[config.mk]
export PLATFORM = sky130hd
export DESIGN_NAME = uart_mem_dump_flat
export DESIGN_NICKNAME = d
export VERILOG_FILES = /design/src/rtl/uart_pkg.sv /design/src/rtl/uart_mem_dump_if.sv /design/src/rtl/uart_tx_core.sv /design/src/rtl/uart_mem_dump.sv /design/src/flat_wrapper.sv
export SDC_FILE = /design/constraint.sdc
export NUM_CORES = 1
export LEC_CHECK = 0
export ABC_AREA = 1
export BUFFER_PORTS_ARGS = -buffer_cell sky130_fd_sc_hd__buf_2
export CAP_MARGIN = 10
export CORE_ASPECT_RATIO = 0.8
export CORE_MARGIN = 4
export CORE_UTILIZATION = 45
export DETAILED_ROUTE_END_ITERATION = 10
export RECOVER_POWER = 25
export SLEW_MARGIN = 5
export SYNTH_ARGS = -nofsm -noshare
export SYNTH_HDL_FRONTEND = slang
export SYNTH_SLANG_ARGS = --single-unit
[constraint.sdc]
create_clock -name clk -period 1.75 [get_ports clk]
set_input_delay 0.35 -clock clk [delete_from_list [all_inputs] [get_ports clk]]
set_output_delay 0.35 -clock clk [all_outputs]
set_load 0.005 [all_outputs]
[src/rtl/uart_pkg.sv]
// rtl/uart_pkg.sv - shared constants and FSM state type for the memory dump transmitter
package uart_pkg;

    localparam logic [7:0] DUMP_HEADER     = 8'hA5;
    localparam int         UART_FRAME_BITS = 10;

    typedef enum logic [2:0] {
        IDLE,
        HEADER,
        DATA,
        CSUM,
        FINISH
    } dump_state_e;

endpackage

[src/rtl/uart_mem_dump_if.sv]
// rtl/uart_mem_dump_if.sv - program RAM read port between the dump engine and the RAM
interface uart_mem_dump_if #(
    parameter int ADDR_W = 4
) ();

    logic [ADDR_W-1:0] mem_addr;
    logic [7:0]        mem_data;

    modport master (output mem_addr, input mem_data);
    modport slave  (input mem_addr, output mem_data);

endinterface

[src/rtl/uart_tx_core.sv]
// rtl/uart_tx_core.sv - 8N1 byte serializer, LSB first, registered line output
module uart_tx_core
    import uart_pkg::*;
#(
    parameter int CLKS_PER_BIT = 5208
) (
    input  logic       clk,
    input  logic       rst_n,
    input  logic       load,
    input  logic [7:0] byte_in,
    output logic       ready,
    output logic       txd
);

    localparam int               CNT_W    = (CLKS_PER_BIT > 1) ? $clog2(CLKS_PER_BIT) : 1;
    localparam logic [CNT_W-1:0] CNT_LAST = CNT_W'(CLKS_PER_BIT - 1);
    localparam logic [3:0]       STOP_IDX = 4'(UART_FRAME_BITS - 1);

    logic             active_q, active_d;
    logic [CNT_W-1:0] cnt_q, cnt_d;
    logic [3:0]       bit_idx_q, bit_idx_d;
    logic [7:0]       shreg_q, shreg_d;
    logic             txd_q, txd_d;
    logic             bit_end;

    assign bit_end = active_q && (cnt_q == CNT_LAST);
    // Asserted in the final stop-bit cycle so the next start bit follows with no gap.
    assign ready   = !active_q || (bit_end && (bit_idx_q == STOP_IDX));
    assign txd     = txd_q;

    always_comb begin
        active_d  = active_q;
        cnt_d     = cnt_q;
        bit_idx_d = bit_idx_q;
        shreg_d   = shreg_q;
        txd_d     = txd_q;
        if (load && ready) begin
            active_d  = 1'b1;
            cnt_d     = '0;
            bit_idx_d = '0;
            shreg_d   = byte_in;
            txd_d     = 1'b0;
        end else if (active_q) begin
            if (bit_end) begin
                cnt_d = '0;
                if (bit_idx_q == STOP_IDX) begin
                    active_d  = 1'b0;
                    bit_idx_d = '0;
                    txd_d     = 1'b1;
                end else begin
                    bit_idx_d = bit_idx_q + 4'd1;
                    if (bit_idx_q < STOP_IDX - 4'd1) begin
                        txd_d   = shreg_q[0];
                        shreg_d = {1'b0, shreg_q[7:1]};
                    end else begin
                        txd_d = 1'b1;
                    end
                end
            end else begin
                cnt_d = cnt_q + 1'b1;
            end
        end
    end

    always_ff @(posedge clk or negedge rst_n) begin
        if (!rst_n) begin
            active_q  <= 1'b0;
            cnt_q     <= '0;
            bit_idx_q <= '0;
            shreg_q   <= '0;
            txd_q     <= 1'b1;
        end else begin
            active_q  <= active_d;
            cnt_q     <= cnt_d;
            bit_idx_q <= bit_idx_d;
            shreg_q   <= shreg_d;
            txd_q     <= txd_d;
        end
    end

endmodule

[src/rtl/uart_mem_dump.sv]
// rtl/uart_mem_dump.sv - walks the program RAM and sends header, contents and checksum over UART
module uart_mem_dump
    import uart_pkg::*;
#(
    parameter int CLKS_PER_BIT = 5208,
    parameter int ADDR_W       = 4
) (
    input  logic                    clk,
    input  logic                    rst_n,
    input  logic                    start,
    uart_mem_dump_if.master         mem,
    output logic                    uart_txd,
    output logic                    busy,
    output logic                    done
);

    dump_state_e       state_q, state_d;
    logic [ADDR_W-1:0] mem_addr_q, mem_addr_d;
    logic [7:0]        csum_q, csum_d;
    logic              busy_q, busy_d;
    logic              done_q, done_d;
    logic              tx_load;
    logic [7:0]        tx_byte;
    logic              tx_ready;

    assign mem.mem_addr = mem_addr_q;
    assign busy         = busy_q;
    assign done         = done_q;

    always_comb begin
        state_d    = state_q;
        mem_addr_d = mem_addr_q;
        csum_d     = csum_q;
        busy_d     = busy_q;
        done_d     = 1'b0;
        tx_load    = 1'b0;
        tx_byte    = 8'h00;
        case (state_q)
            IDLE: begin
                csum_d = 8'h00;
                // A start coinciding with the done pulse belongs to the old dump.
                if (start && !done_q) state_d = HEADER;
            end
            HEADER: if (tx_ready) begin
                tx_load    = 1'b1;
                tx_byte    = DUMP_HEADER;
                mem_addr_d = '0;
                busy_d     = 1'b1;
                state_d    = DATA;
            end
            DATA: if (tx_ready) begin
                tx_load    = 1'b1;
                tx_byte    = mem.mem_data;
                csum_d     = csum_q + mem.mem_data;
                mem_addr_d = mem_addr_q + 1'b1;
                if (&mem_addr_q) state_d = CSUM;
            end
            CSUM: if (tx_ready) begin
                tx_load = 1'b1;
                tx_byte = csum_q;
                state_d = FINISH;
            end
            FINISH: if (tx_ready) begin
                done_d  = 1'b1;
                busy_d  = 1'b0;
                state_d = IDLE;
            end
            default: state_d = IDLE;
        endcase
    end

    always_ff @(posedge clk or negedge rst_n) begin
        if (!rst_n) begin
            state_q    <= IDLE;
            mem_addr_q <= '0;
            csum_q     <= 8'h00;
            busy_q     <= 1'b0;
            done_q     <= 1'b0;
        end else begin
            state_q    <= state_d;
            mem_addr_q <= mem_addr_d;
            csum_q     <= csum_d;
            busy_q     <= busy_d;
            done_q     <= done_d;
        end
    end

    uart_tx_core #(
        .CLKS_PER_BIT(CLKS_PER_BIT)
    ) u_tx (
        .clk    (clk),
        .rst_n  (rst_n),
        .load   (tx_load),
        .byte_in(tx_byte),
        .ready  (tx_ready),
        .txd    (uart_txd)
    );

endmodule
[src/flat_wrapper.sv]
// flat-port wrapper written by rule: the top's interface ports become plain ports
module uart_mem_dump_flat import uart_pkg::*;
#(
    parameter int CLKS_PER_BIT = 5208,
    parameter int ADDR_W       = 4
)
  (clk, rst_n, start, uart_txd, busy, done, mem_mem_addr, mem_mem_data);
  uart_mem_dump_if #(.ADDR_W(ADDR_W)) mem_i ();
  input  logic clk;
  input  logic rst_n;
  input  logic start;
  output logic uart_txd;
  output logic busy;
  output logic done;
  output wire logic [$bits(mem_i.mem_addr)-1:0] mem_mem_addr;
  input wire logic [$bits(mem_i.mem_data)-1:0] mem_mem_data;
  assign mem_mem_addr = mem_i.mem_addr;
  assign mem_i.mem_data = mem_mem_data;
  uart_mem_dump #(.CLKS_PER_BIT(CLKS_PER_BIT), .ADDR_W(ADDR_W)) u_core (.clk(clk), .rst_n(rst_n), .start(start), .mem(mem_i), .uart_txd(uart_txd), .busy(busy), .done(done));
endmodule
# Yosys cells after proc, flatten, opt, wreduce, memory -nomap -nowiden
# Index checks and enable logic that the tools add are counted.
word_totals:
  regBits: 44
  in_bits: 11
  out_inout_bits: 7
  word_cells: 93
classes:
  n_addsub: 4
  n_lt_le_gt_ge: 1
  eq_ne: 13
  muxes: 43
  reduce_logical: 22
ops:
  columns: ["operator", "count"]
  rows:
  - ["two-way mux 8 bit", 9]
  - ["two-way mux 13 bit", 3]
  - ["two-way mux 4 bit", 6]
  - ["case mux 8 bit (3 select lines)", 1]
  - ["two-way mux 3 bit", 6]
  - ["case mux 8 bit (2 select lines)", 1]
  - ["case mux 3 bit (5 select lines)", 1]
  - ["two-way mux 1 bit", 14]
  - ["adder 13 x 1 -> 13 bit, second input constant", 1]
  - ["== test 13 bit, second input constant", 1]
  - ["nonzero test 2 bit", 6]
  - ["adder 4 x 1 -> 4 bit, second input constant", 2]
  - ["adder 8 bit", 1]
  - ["!= test 2 bit, second input constant", 4]
  - ["case mux 4 bit (2 select lines)", 1]
  - ["AND reduction 4 bit", 2]
  - ["== test 3 x 2 -> 1 bit, second input constant", 2]
  - ["!= test 2 x 1 -> 1 bit, second input constant", 3]
  - ["AND reduction 3 bit", 2]
  - ["AND reduction 6 bit", 1]
  - ["== test 4 bit, second input constant", 1]
  - ["logical AND 1 bit", 4]
  - ["less-than comparator 4 bit, second input constant", 1]
  - ["AND reduction 2 bit", 2]
  - ["7 further kinds", 8]

# Logic depth before layout (Yosys ltp)
logic_depth:
  depth_word: 9
  ltp_mapped: 13
  ltp_nobuf: 13

# By module
# Synthesis repeated with hierarchy kept, for this count alone.
hier_totals:
  hier_cells: 366
  area_unflattened_um2: 2772.7
by_module_without_submodules:
  columns: ["mod", "n_inst", "cells_each", "area_each_um2", "seq_area_each_um2"]
  rows:
  - ["uart_tx_core", 1, 203, 1535.2, 676.9]
  - ["uart_mem_dump", 1, 163, 1237.4, 425.4]

# Worst setup path after synthesis
# No wires, ideal clock.
synth_timing:
  path_type: "flip-flop to flip-flop"
  startpoint: "register u_core.u_tx.cnt_q[0]"
  endpoint: "register u_core.u_tx.bit_idx_q[3]"
  setup_time_ps: 117
  arrival_time_ps: 1488
  t_required_ps: 1633
  path_slack_ps: 144
  path_stages_with_launch: 14
  path_buffers: 2
  synth_period_minus_slack_ps: 1606
  cell_sequence: "dfrtp_1 > ha_1 > nand2_1 > inv_1 > nand2_1 > nor2_1 > nand3_1 > nand2_2 > nand2_2 > buf_6 > nand2_4 > buf_6 > nand3_1 > nand2_1"
synth_via:
  elab_chain_len: 9
  word_cells_on_any_way: 11
  cone_classes: "eq/ne (1); mux (3); reduce/logical (7)"
synth_lines:
  columns: ["item", "line_no", "text"]
  rows:
  - ["start, declared", "uart_tx_core.sv:20", "logic [CNT_W-1:0] cnt_q, cnt_d;"]
  - ["start signal, assigned", "uart_tx_core.sv:74", "cnt_q <= cnt_d;"]
  - ["== test 13 bit *", "uart_tx_core.sv:26", "assign bit_end = active_q && (cnt_q == CNT_LAST);"]
  - ["logical AND 1 bit *", "uart_tx_core.sv:26", null]
  - ["logical AND 1 bit", "uart_tx_core.sv:28", "assign ready = !active_q || (bit_end && (bit_idx_q == STOP_IDX));"]
  - ["logical OR 1 bit", "uart_tx_core.sv:28", null]
  - ["two-way mux 1 bit", "uart_mem_dump.sv:44, uart_mem_dump.sv:51, uart_mem_dump.sv:58", null]
  - ["two-way mux 1 bit", null, null]
  - ["logical AND 1 bit", "uart_tx_core.sv:37", "if (load && ready) begin"]
  - ["nonzero test 2 bit (no source line)", null, null]
  - ["AND reduction 2 bit (no source line)", null, null]
  - ["end signal, assigned", "uart_tx_core.sv:75", "bit_idx_q <= bit_idx_d;"]
  - ["end, declared", "uart_tx_core.sv:21", "logic [3:0] bit_idx_q, bit_idx_d;"]
# Mark *: on every way between the ends. The rest lies on a longest branch, timed or not.
# A chain may end at the register's enable or synchronous reset.

# Final worst setup path
layout_timing:
  startpoint: "register u_core.u_tx.bit_idx_q[1]"
  endpoint: "register u_core.u_tx.shreg_q[1]"
layout_via:
  elab_chain_len: 8
  word_cells_on_any_way: 16
  cone_classes: "order compare (1); eq/ne (2); mux (6); reduce/logical (7)"
layout_lines:
  columns: ["item", "line_no", "text"]
  rows:
  - ["== test 4 bit", "uart_tx_core.sv:28, uart_tx_core.sv:46", null]
  - ["logical AND 1 bit", "uart_tx_core.sv:28", null]
  - ["logical OR 1 bit", "uart_tx_core.sv:28", null]
  - ["two-way mux 1 bit", "uart_mem_dump.sv:44, uart_mem_dump.sv:51, uart_mem_dump.sv:58", null]
  - ["two-way mux 1 bit", null, null]
  - ["logical AND 1 bit", "uart_tx_core.sv:37", null]
  - ["!= test 2 x 1 -> 1 bit (no source line) / nonzero test 2 bit (equally long branches)", null, null]
  - ["AND reduction 4 bit (no source line)", null, null]
  - ["end signal, assigned", "uart_tx_core.sv:76", "shreg_q <= shreg_d;"]
  - ["end, declared", "uart_tx_core.sv:22", "logic [7:0] shreg_q, shreg_d;"]
# Several ways; a longest one is shown, not always the timed one.

==> impl_metrics.toml <==
[floorplanning]
die_x_um = 94.4
die_h_um = 77.1
fp.coreArea_um2 = 5620
rows = 24
dieArea_um2 = 7280
ios = 18
start_util_pct = 47.9

[cells_and_area]
num-nets-final = 429
syn_to_final_growth_pct = 22.4
design_area_um2 = 3290
diodes = 0
fin_cells = 485
final_layout_size_suffix_gt1_share_pct = 21.9

[synth]
synth_ff_type = "dfrtp_1"
synth.distinct_cells = 33
synth_area_leader_cell = "dfrtp_1"
synth.most_common_cell = "nand2_1"
yosysSeqAreaShare_pct = 41.0
synth_area_um2 = 2690
ys_ff_latch = 44
syn-num-nets = 378
synthArstFlopShare_pct = 100
synth.area.top_cells = "dfrtp_1 40%, nand2_1 13%, nand3_1 8.4%, inv_1 5.3%, ha_1 5.1%"
yosysTopAreaCellShare_pct = 40.0
yosys-top-cells-count = "91 x nand2_1, 45 x nand3_1, 43 x dfrtp_1"
synthCells = 355
avgSynthCellArea_um2 = 7.57
yosysWarnings = 0
synth_edf_count = 0

[power]
leakagePower_nw = 1.65
internal-power_mw = 1.42
power_frac_comb_pct = 11.9
ir_drop_mv = 0.395
power.switching_mw = 0.490
swShare_pct = 25.7
p_seq_share_pct = 55.8
pwr-share-clk_pct = 32.4
p_per_area_nw_per_um2 = 580

[critical_path]
cp-end-kind = "flip-flop"
crit_end = "u_core.u_tx.shreg_q[1]"
arrival_ns = 1.91
path_cells = "inv_1 -> ha_2 -> nand2_2 -> nor2_4 -> nand3_2 -> nand2_4 -> nand2_8 -> buf_12 -> nand2_1 -> nand3_1 -> nand2_1 -> nand2_1"
path_delay_family = "simple AND/OR/NAND/NOR gates"
crit_start = "u_core.u_tx.bit_idx_q[1]"
timing.rr.end = "u_core.u_tx.shreg_q[1]"
worstPathRequired_ns = 1.93
cp_slowest_cell = "dfrtp_1"
path_common_cell = "nand2_1"
crit_cells = 12
r2r_slack_ns = 0.02
cp-start-kind = "flip-flop"
path_max_fanout = 7
path_buf_inv = 2
reg2reg_from = "u_core.u_tx.bit_idx_q[1]"
worstRegToRegCells = 12
critPathKind = "reg2reg"
max_stage_delay_ns = 0.40

[timing]
tns_ns = 0
post-route-min-period_ns = 1.73
hold_viol = 0
fin_crit_sh_pct = 98.8
layout_setup_ws_ns = 0.0204
drv_slew = 0
relSlewSlack_pct = 25.8
skew_ns = 0.0103
max_freq_mhz = 578
hold_ws_ns = 0.239
setup_viol = 0
tightest_slew_ns = 1.11
rsz0062_at_grt = "yes"

[global_route]
grt_antenna_before_repair = 0
overflow = 0
grt_max_degree = 20
track_usage_pct = 17.9
grt_pass1_wl_um = 10400
grt_pass1_vias = 2152

[clock_network]
clock-sinks = 44
holdBufCountCts = 0
htreeDepth = 2
cts_tree = "built"
clkTransAtPathRegs_ns = 0.08
clk_latency_ns = 0.30
clockRootBuffer = "clkbuf_8"
cts.path.max_buffers = 2
cts_made_buffers = 5

[detailed_routing]
wirelength_um = 6320
drt_iter0_markers = 177
post_drt_wl_per_cell_um = 13.0
viasPerCell = 5.11
drc = 0
via_count = 2476
final_antenna_net_count = 0
first_pass_iters = 5

[place]
place_ws_ns = 0.00827
placedCellCount = 467
place_congestion = 0.837
hpwlAfterDp_um = 4710
dpl-instance-area_um2 = 3010
port_buffers = 17

[outcome]
status = "finished clean"

[worst_hold_path]
hp-class = "in2async"

[run]
max_cap_viol_count = 0
-- area by class of cell --
| cell class | instances | area [um2] |
|---|---|---|
| Multi-Input combinational cell | 263 | 1460 |
| Fill cell | 552 | 2320 |
| Inverter | 40 | 150 |
| Sequential cell | 44 | 1100 |
| Tap cell | 78 | 97.6 |
| Clock buffer | 7 | 76.3 |
| Timing Repair Buffer | 52 | 394 |
| Clock inverter | 1 | 5.00 |
-- worst min-delay path by stage --
| stage | slack, ns | depth (start not counted) | from | end |
|---|---|---|---|---|
| 6_report | 0.24 | 1 | rst_n | u_core.mem.mem_addr[2] |
| 5_1_grt | 0.32 | 1 | rst_n | u_core.mem.mem_addr[2] |
| 4_1_cts | 0.008 | 1 | rst_n | u_core.mem.mem_addr[0] |
| 3_5_place_dp | 0.33 | 1 | rst_n | u_core.mem.mem_addr[2] |
| 3_3_place_gp | 0.33 | 1 | rst_n | u_core.mem.mem_addr[2] |
| 2_1_floorplan | 0.05 | 0 | rst_n | u_core.busy |
-- metal layers --
| layer | vias up | routed length [um] | track usage (%) |
|---|---|---|---|
| met4 | 0 | 33 | 3.46 |
| met5 | - | 0 | 0 |
| met3 | 4 | 240 | 3.33 |
| met1 | 1173 | 3470 | 29.4 |
| met2 | 35 | 2570 | 23.8 |
| li1 | 1264 | - | - |
-- metrics by stage --
stage                     total power, mW  util (%)
after floorplan                      1.23         -
after global placement               1.31      53.6
after detailed placement             1.31      53.6
after CTS                            1.94      55.1
after global routing                 2.02      58.6
final                                1.91      58.6
-- power by group through the flow --
stage | clock (mW) | sequential [mW] | combinational (mW)
floorplan | 0 | 1.08 | 0.150
global placement | 0 | 1.08 | 0.223
detailed placement | 0 | 1.08 | 0.226
CTS | 0.647 | 1.06 | 0.227
global route | 0.693 | 1.07 | 0.256
finish | 0.617 | 1.06 | 0.226
-- kinds of logic (layout without fill, tap and decap cells) --
kind of cell	Yosys count	in the layout	synth area share (%)
flops	44	44	41.0
compound gates	44	44	9.35
fa+ha+maj	12	12	5.86
simple gates	196	196	32.3
xor+xnor	11	11	3.58
buf+inv	48	100	7.86
-- sequential cells by signal, summed over array words and instances, names as in the netlist --
register	count
u_core.u_tx.cnt_q	13
u_core.done	1
u_core.u_tx.txd	1
u_core.mem.mem_addr	4
u_core.busy	1
u_core.u_tx.active_q	1
u_core.state_q	3
u_core.u_tx.bit_idx_q	4
u_core.csum_q	8
u_core.u_tx.shreg_q	8
-- repair_timing --
| action | in CTS | in global routing |
|---|---|---|
| resized for setup | 1 | 30 |
| pin swaps | 0 | 8 |
| buffers inserted | 0 | 7 |
| endpoints found under the hold margin | 0 | 0 |
| cloned | 0 | 3 |
| endpoints found under the setup margin | 1 | 39 |
-- cell usage in the layout (no fill, tap or decap), types with 6 or more instances in the layout --
cell type   n
a21oi_1    14
buf_2      16
buf_4      30
dfrtp_1    42
ha_1        9
inv_1      36
nand2_1    85
nand2_2     6
nand3_1    42
nor2_1     34
o211ai_1    7
o21ai_0    11
xor2_1      9
Note: power is estimated with default switching activity, not from simulation.
